File: src/rtl/multicycle_main_fsm.sv
// multicycle_main_fsm: main control FSM sequencing fetch/decode/execute/memory/writeback for the multicycle RV32I core
// Inputs : clk, reset (async, active-high), op[6:0] opcode, Zero ALU flag, mem_ready memory handshake
// Outputs: PCWrite, AdrSrc, MemWrite, IRWrite, ResultSrc[1:0], ALUSrcA[1:0], ALUSrcB[1:0],
//          ALUOp[1:0] (to ALU_decoder), RegWrite, instr_done pulse, illegal_op sticky flag
// Define ILLEGAL_TRAP_EN to park unsupported opcodes in a TRAP state; otherwise they retire as NOPs.
module multicycle_main_fsm (
    input  logic       clk,
    input  logic       reset,
    input  logic [6:0] op,
    input  logic       Zero,
    input  logic       mem_ready,
    output logic       PCWrite,
    output logic       AdrSrc,
    output logic       MemWrite,
    output logic       IRWrite,
    output logic [1:0] ResultSrc,
    output logic [1:0] ALUSrcA,
    output logic [1:0] ALUSrcB,
    output logic [1:0] ALUOp,
    output logic       RegWrite,
    output logic       instr_done,
    output logic       illegal_op
);
    typedef enum logic [3:0] {
        FETCH, DECODE, MEMADR, MEMREAD, MEMWB, MEMWRITE,
        EXECUTER, EXECUTEI, ALUWB, JAL, BEQ, TRAP
    } state_t;

    localparam logic [6:0] OP_LW  = 7'b0000011;
    localparam logic [6:0] OP_SW  = 7'b0100011;
    localparam logic [6:0] OP_R   = 7'b0110011;
    localparam logic [6:0] OP_I   = 7'b0010011;
    localparam logic [6:0] OP_JAL = 7'b1101111;
    localparam logic [6:0] OP_BEQ = 7'b1100011;

    state_t state;
    logic   illegal_q;
    logic   pc_update;
    logic   branch;

    always_ff @(posedge clk or posedge reset) begin
        if (reset) begin
            state     <= FETCH;
            illegal_q <= 1'b0;
        end else begin
            case (state)
                FETCH:    state <= mem_ready ? DECODE : FETCH;
                DECODE: begin
                    case (op)
                        OP_LW, OP_SW: state <= MEMADR;
                        OP_R:         state <= EXECUTER;
                        OP_I:         state <= EXECUTEI;
                        OP_JAL:       state <= JAL;
                        OP_BEQ:       state <= BEQ;
`ifdef ILLEGAL_TRAP_EN
                        default: begin
                            state     <= TRAP;
                            illegal_q <= 1'b1;
                        end
`else
                        default:      state <= FETCH;
`endif
                    endcase
                end
                MEMADR:   state <= (op == OP_SW) ? MEMWRITE : MEMREAD;
                MEMREAD:  state <= mem_ready ? MEMWB : MEMREAD;
                MEMWRITE: state <= mem_ready ? FETCH : MEMWRITE;
                EXECUTER, EXECUTEI, JAL: state <= ALUWB;
                TRAP:     state <= TRAP;
                default:  state <= FETCH;
            endcase
        end
    end

    // Outputs are decoded combinationally so reset can kill every strobe without waiting for a clock.
    always_comb begin
        AdrSrc     = 1'b0;
        MemWrite   = 1'b0;
        IRWrite    = 1'b0;
        ResultSrc  = 2'b00;
        ALUSrcA    = 2'b00;
        ALUSrcB    = 2'b00;
        ALUOp      = 2'b00;
        RegWrite   = 1'b0;
        instr_done = 1'b0;
        pc_update  = 1'b0;
        branch     = 1'b0;
        if (!reset) begin
            case (state)
                FETCH: begin
                    ALUSrcB   = 2'b10;
                    ResultSrc = 2'b10;
                    IRWrite   = mem_ready;
                    pc_update = mem_ready;
                end
                DECODE: begin
                    ALUSrcA    = 2'b01;
                    ALUSrcB    = 2'b01;
`ifndef ILLEGAL_TRAP_EN
                    instr_done = !(op inside {OP_LW, OP_SW, OP_R, OP_I, OP_JAL, OP_BEQ});
`endif
                end
                MEMADR: begin
                    ALUSrcA = 2'b10;
                    ALUSrcB = 2'b01;
                end
                MEMREAD:  AdrSrc = 1'b1;
                MEMWB: begin
                    ResultSrc  = 2'b01;
                    RegWrite   = 1'b1;
                    instr_done = 1'b1;
                end
                MEMWRITE: begin
                    AdrSrc     = 1'b1;
                    MemWrite   = 1'b1;
                    instr_done = mem_ready;
                end
                EXECUTER: begin
                    ALUSrcA = 2'b10;
                    ALUOp   = 2'b10;
                end
                EXECUTEI: begin
                    ALUSrcA = 2'b10;
                    ALUSrcB = 2'b01;
                    ALUOp   = 2'b10;
                end
                ALUWB: begin
                    RegWrite   = 1'b1;
                    instr_done = 1'b1;
                end
                JAL: begin
                    ALUSrcA   = 2'b01;
                    ALUSrcB   = 2'b10;
                    pc_update = 1'b1;
                end
                BEQ: begin
                    ALUSrcA    = 2'b10;
                    ALUOp      = 2'b01;
                    branch     = 1'b1;
                    instr_done = 1'b1;
                end
                default: ;
            endcase
        end
        PCWrite = pc_update | (branch & Zero);
    end

    assign illegal_op = illegal_q;
endmodule

File: config.mk
export PLATFORM = sky130hd
export DESIGN_NAME = multicycle_main_fsm
export DESIGN_NICKNAME = d
export VERILOG_FILES = /design/src/rtl/multicycle_main_fsm.sv
export SDC_FILE = /design/constraint.sdc
export NUM_CORES = 1
export LEC_CHECK = 0
export CORE_MARGIN = 1
export CORE_UTILIZATION = 36
export DETAILED_ROUTE_END_ITERATION = 16
export PLACE_DENSITY = 0.76
export REMOVE_ABC_BUFFERS = 1
export SLEW_MARGIN = 20
export SYNTH_ARGS = -nofsm -noshare
export SYNTH_HDL_FRONTEND = slang
export SYNTH_SLANG_ARGS = --single-unit
export TNS_END_PERCENT = 50
File: constraint.sdc
create_clock -name clk -period 1.3 [get_ports clk]
set_input_delay 0.26 -clock clk [delete_from_list [all_inputs] [get_ports clk]]
set_output_delay 0.26 -clock clk [all_outputs]
set_load 0.1 [all_outputs]
==> results.sh, run 1 <==
export IMPL_clk_path_buf_depth=2
export IMPL_cts_hold_fix_buffers=0
export IMPL_die_width_um=41.68
export IMPL_yosys_area_top_type="dfrtp_1"
export IMPL_ys_types=38
export IMPL_cts_root_buffer="clkbuf_4"
export IMPL_die_height_um=41.68
export IMPL_synth_seq_cells=4
export IMPL_avgSynthCellArea_um2=7.085
export IMPL_cts_htree_levels=1
export IMPL_place_inst=157
export IMPL_error_line="[ERROR DPL-0038] Utilization greater than 100%, impossible to legalize"
export IMPL_ys_warn_count=1
export IMPL_synthCells=80
export IMPL_seq_area_frac_synth=0.1766
export IMPL_failed_stage="4_1_cts"
export IMPL_portBuffers=24
export IMPL_status="aborted with a tool error"
export IMPL_num_io_pins=26
export IMPL_cts_buffers_inserted=3
export IMPL_syn_cell_area_um2=566.8
export IMPL_rows=13
export IMPL_start_util=0.4100
export IMPL_post_cts_buffers=6
export IMPL_gp_congestion=0.8183
export IMPL_synth_top_area_share=0.1766
export IMPL_cts_sinks=4
export IMPL_hpwl_um=2174
export IMPL_netlist_top_cells_area="dfrtp_1, nor3_1, nand2b_1"
export IMPL_cts_repair_resized=42
## synth_stat cells
| cell type | instances |
|---|---|
| a211oi_1 | 2 |
| a21boi_1 | 1 |
| a21oi_1 | 3 |
| a221o_1 | 1 |
| a22oi_1 | 1 |
| a31oi_1 | 1 |
| a32oi_1 | 1 |
| a41oi_1 | 1 |
| and2_1 | 1 |
| buf_2 | 4 |
| buf_4 | 2 |
| clkinv_1 | 1 |
| conb_1 | 1 |
| dfrtp_1 | 4 |
| inv_1 | 2 |
| nand2_1 | 4 |
| nand2b_1 | 7 |
| nand2b_4 | 1 |
| nand3_1 | 2 |
| nand3b_1 | 3 |
| nand4_1 | 1 |
| nand4b_1 | 1 |
| nor2_1 | 7 |
| nor2b_1 | 3 |
| nor2b_2 | 1 |
| nor3_1 | 9 |
| nor3b_1 | 1 |
| nor4_1 | 1 |
| nor4b_1 | 1 |
| o211ai_1 | 1 |
| o21a_1 | 1 |
| o21ai_1 | 1 |
| o31ai_1 | 1 |
| o32ai_1 | 1 |
| or2_1 | 1 |
| or3_1 | 2 |
| xnor2_1 | 3 |
| xor2_1 | 1 |
## metrics by stage
stage	instance area, µm²	hold slack [ns]	util	setup WS, ns
floorplan	531.8	0.03440	-	-2.729
global placement	1261	0.6770	0.9122	-0.6333
detailed placement	1261	0.6950	0.9122	-0.8114
## kinds of logic after synthesis
family                    Yosys count  synth area share
xor gates and xnor gates            4           0.06182
and+or+nand+nor                    46            0.4702
DFF                                 4            0.1766
AOI/OAI and AO/OA                  16            0.2031
buffers and inverters               9           0.08167
other                               1          0.006616
==> run 2, diff against run 1 <==
CORE_AREA = 2 2 63 65   (was unset)
CORE_MARGIN = unset   (was 1)
CORE_UTILIZATION = unset   (was 36)
DIE_AREA = 0 0 65 67   (was unset)
PLACE_DENSITY = unset   (was 0.76)
PLACE_DENSITY_LB_ADDON = 0.15   (was unset)
clock period = 1.7 ns   (was 1.3 ns; I/O delays follow)
==> results.sh, run 2 <==
export IMPL_multiInputGateArea_um2=584.3
export IMPL_rsz0062_at_grt="yes"
export IMPL_synth_compound_area_frac=0.2031
export IMPL_place_inst=184
export IMPL_drive_above_1_share=0.6438
export IMPL_leakagePower_nw=0.6626
export IMPL_cap_violations=0
export IMPL_final_common_cell="buf_4"
export IMPL_synth_top_family_by_area="simple AND/OR/NAND/NOR gates"
export IMPL_violations="setup timing"
export IMPL_pwr_share_clk=0.152
export IMPL_pwr_share_seq=0.105
export IMPL_mostFrequentLayoutCells="buf_4, buf_12, buf_6"
export IMPL_ys_types=38
export IMPL_crit_required_ns=1.36
export IMPL_synth_edff_count=0
export IMPL_die_width_um=65
export IMPL_cts_root_buffer="clkbuf_8"
export IMPL_ys_flop_type="dfrtp_1"
export IMPL_drc_errors=0
export IMPL_overflow=0
export IMPL_muxShareOfSynthArea=0
export IMPL_num_io_pins=26
export IMPL_synth_simple_area_share=0.4702
export IMPL_fin_worst_skew_ns=0.008344
export IMPL_gp_congestion=0.8238
export IMPL_die_height_um=67
export IMPL_fin_cells=194
export IMPL_synth_adder_area_share=0
export IMPL_post_route_util=0.4299
export IMPL_hold_ws_ns=0.4113
export IMPL_grt_pass1_vias=863
export IMPL_path_class="flop to output pin"
export IMPL_avgViaCountPerCell=4.381
export IMPL_comb_power_share=0.743
export IMPL_swShare=0.4744
export IMPL_cp_max_fo=7
export IMPL_dr_total_vias=850
export IMPL_fillers=359
export IMPL_area_delta_synth_final_pct=173.5
export IMPL_timing_final_crit_period_ns=1.901
export IMPL_hold_path_class="primary input to async pin"
export IMPL_largest_register="state"
export IMPL_cts_sinks=4
export IMPL_hpwl_um=1793
export IMPL_portBuffers=24
export IMPL_synth_most_common_cell="nor3_1"
export IMPL_stdcell_area_mm2=0.001550
export IMPL_end_kind="output pin"
export IMPL_startpoint_type="flop"
export IMPL_path_buf_inv=2
export IMPL_grt_antenna_before_repair=0
export IMPL_yosys_area_top_type="dfrtp_1"
export IMPL_status="finished, violations left"
export IMPL_synth_top_area_share=0.1766
export IMPL_p_sw_mw=0.6348
export IMPL_grt_usage=0.1164
export IMPL_max_vdd_ir_drop_mv=0.4070
export IMPL_synth_xor_area_share=0.06181
export IMPL_cts_htree_levels=1
export IMPL_p_int_mw=0.7032
export IMPL_reg2reg_slack_ns=0.19
export IMPL_ant_nets=0
export IMPL_cts_tree="built"
export IMPL_cp_slowest_cell="dfrtp_2"
export IMPL_wl_per_cell_um=12.57
export IMPL_avgSynthCellArea_um2=7.085
export IMPL_setup_viol=13
export IMPL_clk_path_buf_depth=2
export IMPL_grt_max_degree=10
export IMPL_hold_viol=0
export IMPL_seq_area_frac_synth=0.1766
export IMPL_cts_buffers_inserted=3
export IMPL_fin_ws_ns=-0.2011
export IMPL_netlist_top_cells_area="dfrtp_1, nor3_1, nand2b_1"
export IMPL_die_area_mm2=0.004355
export IMPL_start_util=0.1572
export IMPL_cp_arrival_ns=1.56
export IMPL_diodes=0
export IMPL_worstPathCellList="nor3b_2, a21oi_1, o21a_1, nor3_2, buf_4, buf_12"
export IMPL_max_freq_mhz=526.0
export IMPL_synth_seq_cells=4
export IMPL_drt_wl_total_um=2438
export IMPL_cts_hold_fix_buffers=0
export IMPL_firstDrtPassIters=4
export IMPL_place_area_mm2=0.001257
export IMPL_ff_latch_area_um2=105.1
export IMPL_max_stage_delay_ns=0.46
export IMPL_finalPower_mw=1.338
export IMPL_synthArstFlopShare=1.000
export IMPL_ys_warn_count=1
export IMPL_grt_pass1_wl_um=3864
export IMPL_drt_iter0_drc=11
export IMPL_finalCritPeriodShare=1.118
export IMPL_top_regs="state: 4 flops"
export IMPL_rows=22
export IMPL_power_density_mw_per_mm2=863.1
export IMPL_synthCells=80
export IMPL_dp_slack_ns=-0.4077
export IMPL_syn_cell_area_um2=566.8
export IMPL_core_area_mm2=0.003606
export IMPL_setup_tns_ns=-1.540
export IMPL_clkSlewWorstSetupHoldPaths_ns=0.04
export IMPL_synth_common_cells="nor3_1, nand2b_1, nor2_1"
export IMPL_largest_reg_flops=4
export IMPL_slew_violations=0
export IMPL_fin_nets=159
export IMPL_cp_top_family="flip-flops"
export IMPL_clkLatencyLatePin_ns=0.22
## run 2: cell counts after synthesis
No cell type changed its count.
## run 2: logic make-up after synthesis
group,count (synthesis)
flip-flops,4
AND/OR/NAND/NOR,46
XOR/XNOR,4
AO/OA/AOI/OAI,16
other,1
buffers and inverters,9
## run 2: path summary, 6_finish.rpt
| check | depth (start not counted) | to | from |
|---|---|---|---|
| worst max-delay path | 6 | PCWrite | state[0]$_DFF_PP0_ |
| worst min-delay path | 4 | state[1]$_DFF_PP0_ | reset |
| worst max register to register | 6 | state[0]$_DFF_PP0_ | state[3]$_DFF_PP0_ |
| worst min register to register | 2 | state[3]$_DFF_PP0_ | state[3]$_DFF_PP0_ |
| max in group asynchronous | 4 | state[2]$_DFF_PP0_ | reset |
| min in group clk | 4 | state[2]$_DFF_PP0_ | op[1] |
## run 2: layer usage
layer,wire length [µm],global-route usage,vias up
li1,-,-,419
met1,1036,0.1388,416
met2,1295,0.2036,13
met3,94,0.03716,2
met4,11,0.02394,0
met5,0,0,-
## run 2: cell type report
type,count,share of cell area
tap,48,0.03874
clock buffer,3,0.02663
sequential,4,0.06780
multi-input combinational,67,0.3769
timing repair buffer,69,0.4826
inverter,3,0.007264
## run 2: worst register-to-register path: cells and delay by family, from the launching register on
family | cells | cell delay, ns
and+or+nand+nor | 3 | 0.50
DFF | 1 | 0.45
buffers and inverters | 2 | 0.32
AOI/OAI and AO/OA | 1 | 0.18
## run 2: timing repair
action | 4_1_cts | 5_1_grt
pin swaps | 9 | 4
gates cloned | 0 | 0
resized for setup | 34 | 20
endpoints found under the setup margin | 14 | 15
endpoints found under the hold margin | 0 | 0
setup buffers | 4 | 3
## run 2: power groups by stage
| stage | logic (mW) | registers (mW) | clock network [mW] |
|---|---|---|---|
| 2_1_floorplan | 0.443 | 0.150 | 0 |
| 3_3_place_gp | 0.857 | 0.134 | 0 |
| 3_5_place_dp | 0.860 | 0.134 | 0 |
| 4_1_cts | 0.927 | 0.140 | 0.209 |
| 5_1_grt | 1.04 | 0.144 | 0.221 |
| 6_report | 0.994 | 0.140 | 0.203 |
(Power assumes the default switching activity.)
==> run 3, diff against run 2 <==
ABC_CLOCK_PERIOD_IN_PS = 1700   (was unset)
PLACE_DENSITY_LB_ADDON = 0.25   (was 0.15)
==> results.sh, run 3 (synthesis results as in run 2) <==
export IMPL_avgViaCountPerCell=4.426
export IMPL_max_freq_mhz=524.6
export IMPL_overflow=0
export IMPL_clk_path_buf_depth=2
export IMPL_die_area_mm2=0.004355
export IMPL_hpwl_um=1659
export IMPL_r2r_end="state[0]$_DFF_PP0_"
export IMPL_largest_register="state"
export IMPL_reg2reg_depth=6
export IMPL_die_width_um=65
export IMPL_finalCritPeriodShare=1.121
export IMPL_portBuffers=24
export IMPL_dp_slack_ns=-0.4685
export IMPL_drt_iter0_drc=36
export IMPL_leakagePower_nw=0.6895
export IMPL_setup_viol=14
export IMPL_mostFrequentLayoutCells="buf_4, buf_12, buf_6"
export IMPL_hold_viol=0
export IMPL_fin_ws_ns=-0.2062
export IMPL_fin_cells=195
export IMPL_start_util=0.1572
export IMPL_rows=22
export IMPL_num_io_pins=26
export IMPL_die_height_um=67
export IMPL_grt_pass1_wl_um=3657
export IMPL_cap_violations=0
export IMPL_place_inst=186
export IMPL_diodes=0
export IMPL_cp_arrival_ns=1.57
export IMPL_gp_congestion=0.8805
export IMPL_hold_ws_ns=0.4334
export IMPL_finalPower_mw=1.330
export IMPL_crit_required_ns=1.36
export IMPL_violations="setup timing"
export IMPL_max_vdd_ir_drop_mv=0.4553
export IMPL_largest_reg_flops=4
export IMPL_ant_nets=0
export IMPL_clkSlewWorstSetupHoldPaths_ns=0.03
export IMPL_rsz0062_at_grt="yes"
export IMPL_dr_total_vias=863
export IMPL_fin_worst_skew_ns=0.004859
export IMPL_fin_nets=160
export IMPL_cts_sinks=4
export IMPL_hold_path_class="primary input to async pin"
export IMPL_worst_r2r_startpoint="state[1]$_DFF_PP0_"
export IMPL_area_delta_synth_final_pct=173.5
export IMPL_place_area_mm2=0.001272
export IMPL_top_regs="state: 4 flops"
export IMPL_grt_usage=0.1068
export IMPL_startpoint_type="flop"
export IMPL_path_class="flop to output pin"
export IMPL_grt_antenna_before_repair=0
export IMPL_drive_above_1_share=0.6122
export IMPL_slew_violations=0
export IMPL_setup_tns_ns=-1.680
export IMPL_power_density_mw_per_mm2=858.1
export IMPL_cts_buffers_inserted=3
export IMPL_cp_max_fo=7
export IMPL_cts_tree="built"
export IMPL_stdcell_area_mm2=0.001550
export IMPL_core_area_mm2=0.003606
export IMPL_clkLatencyLatePin_ns=0.22
export IMPL_wl_per_cell_um=11.62
export IMPL_grt_pass1_vias=877
export IMPL_reg2reg_slack_ns=0.16
export IMPL_cts_root_buffer="clkbuf_8"
export IMPL_grt_max_degree=10
export IMPL_firstDrtPassIters=4
export IMPL_drc_errors=0
export IMPL_timing_final_crit_period_ns=1.906
export IMPL_final_common_cell="buf_4"
export IMPL_status="finished, violations left"
export IMPL_end_kind="output pin"
export IMPL_cts_htree_levels=1
export IMPL_post_route_util=0.4299
export IMPL_drt_wl_total_um=2265
export IMPL_cts_hold_fix_buffers=0
run 3: worst max path at each step:
| stage | startpoint | endpoint | slack (ns) | depth (start not counted) |
|---|---|---|---|---|
| after floorplan | state[2]$_DFF_PP0_ | AdrSrc | -2.41 | 2 |
| after global placement | mem_ready | PCWrite | -0.47 | 7 |
| after detailed placement | mem_ready | PCWrite | -0.47 | 7 |
| after CTS | state[0]$_DFF_PP0_ | PCWrite | -0.21 | 7 |
| after global routing | state[0]$_DFF_PP0_ | PCWrite | -0.26 | 7 |
| final | state[1]$_DFF_PP0_ | AdrSrc | -0.21 | 5 |
run 3: per-layer routing:
metal	routed length (µm)	share of wire	global-route usage	vias to the layer above
met5	0	0	0	-
met4	41	0.018	0.05319	0
met3	74	0.033	0.01689	4
met2	1177	0.52	0.1804	20
met1	971	0.43	0.1310	414
li1	-	-	-	425
run 3: final cells by class:
type,count,area (µm²)
fillers,341,2056
repair buffers,70,763.2
multi-input cells,67,570.5
flip-flops and latches,4,103.9
well taps,48,60.06
clock buffers,3,41.29
inverters,3,11.26
run 3: worst max-delay path: stages (launching register included):
cell and delay (ns):
dfrtp_1 0.42, buf_4 0.19, xnor2_1 0.12, nor4b_1 0.29, buf_4 0.17, buf_12 0.16
run 3: where the power goes:
part	internal [mW]	leakage, nW	switching (mW)	total (mW)
registers	0.110	0.0495	0.0269	0.137
logic	0.440	0.618	0.548	0.988
clock network	0.151	0.0216	0.0535	0.205
total	0.702	0.690	0.628	1.33
run 3: repair_timing:
| action | 4_1_cts | 5_1_grt |
|---|---|---|
| endpoints found under the setup margin | 14 | 14 |
| gates resized for setup | 31 | 19 |
| pin swaps | 9 | 7 |
| setup buffers | 2 | 5 |
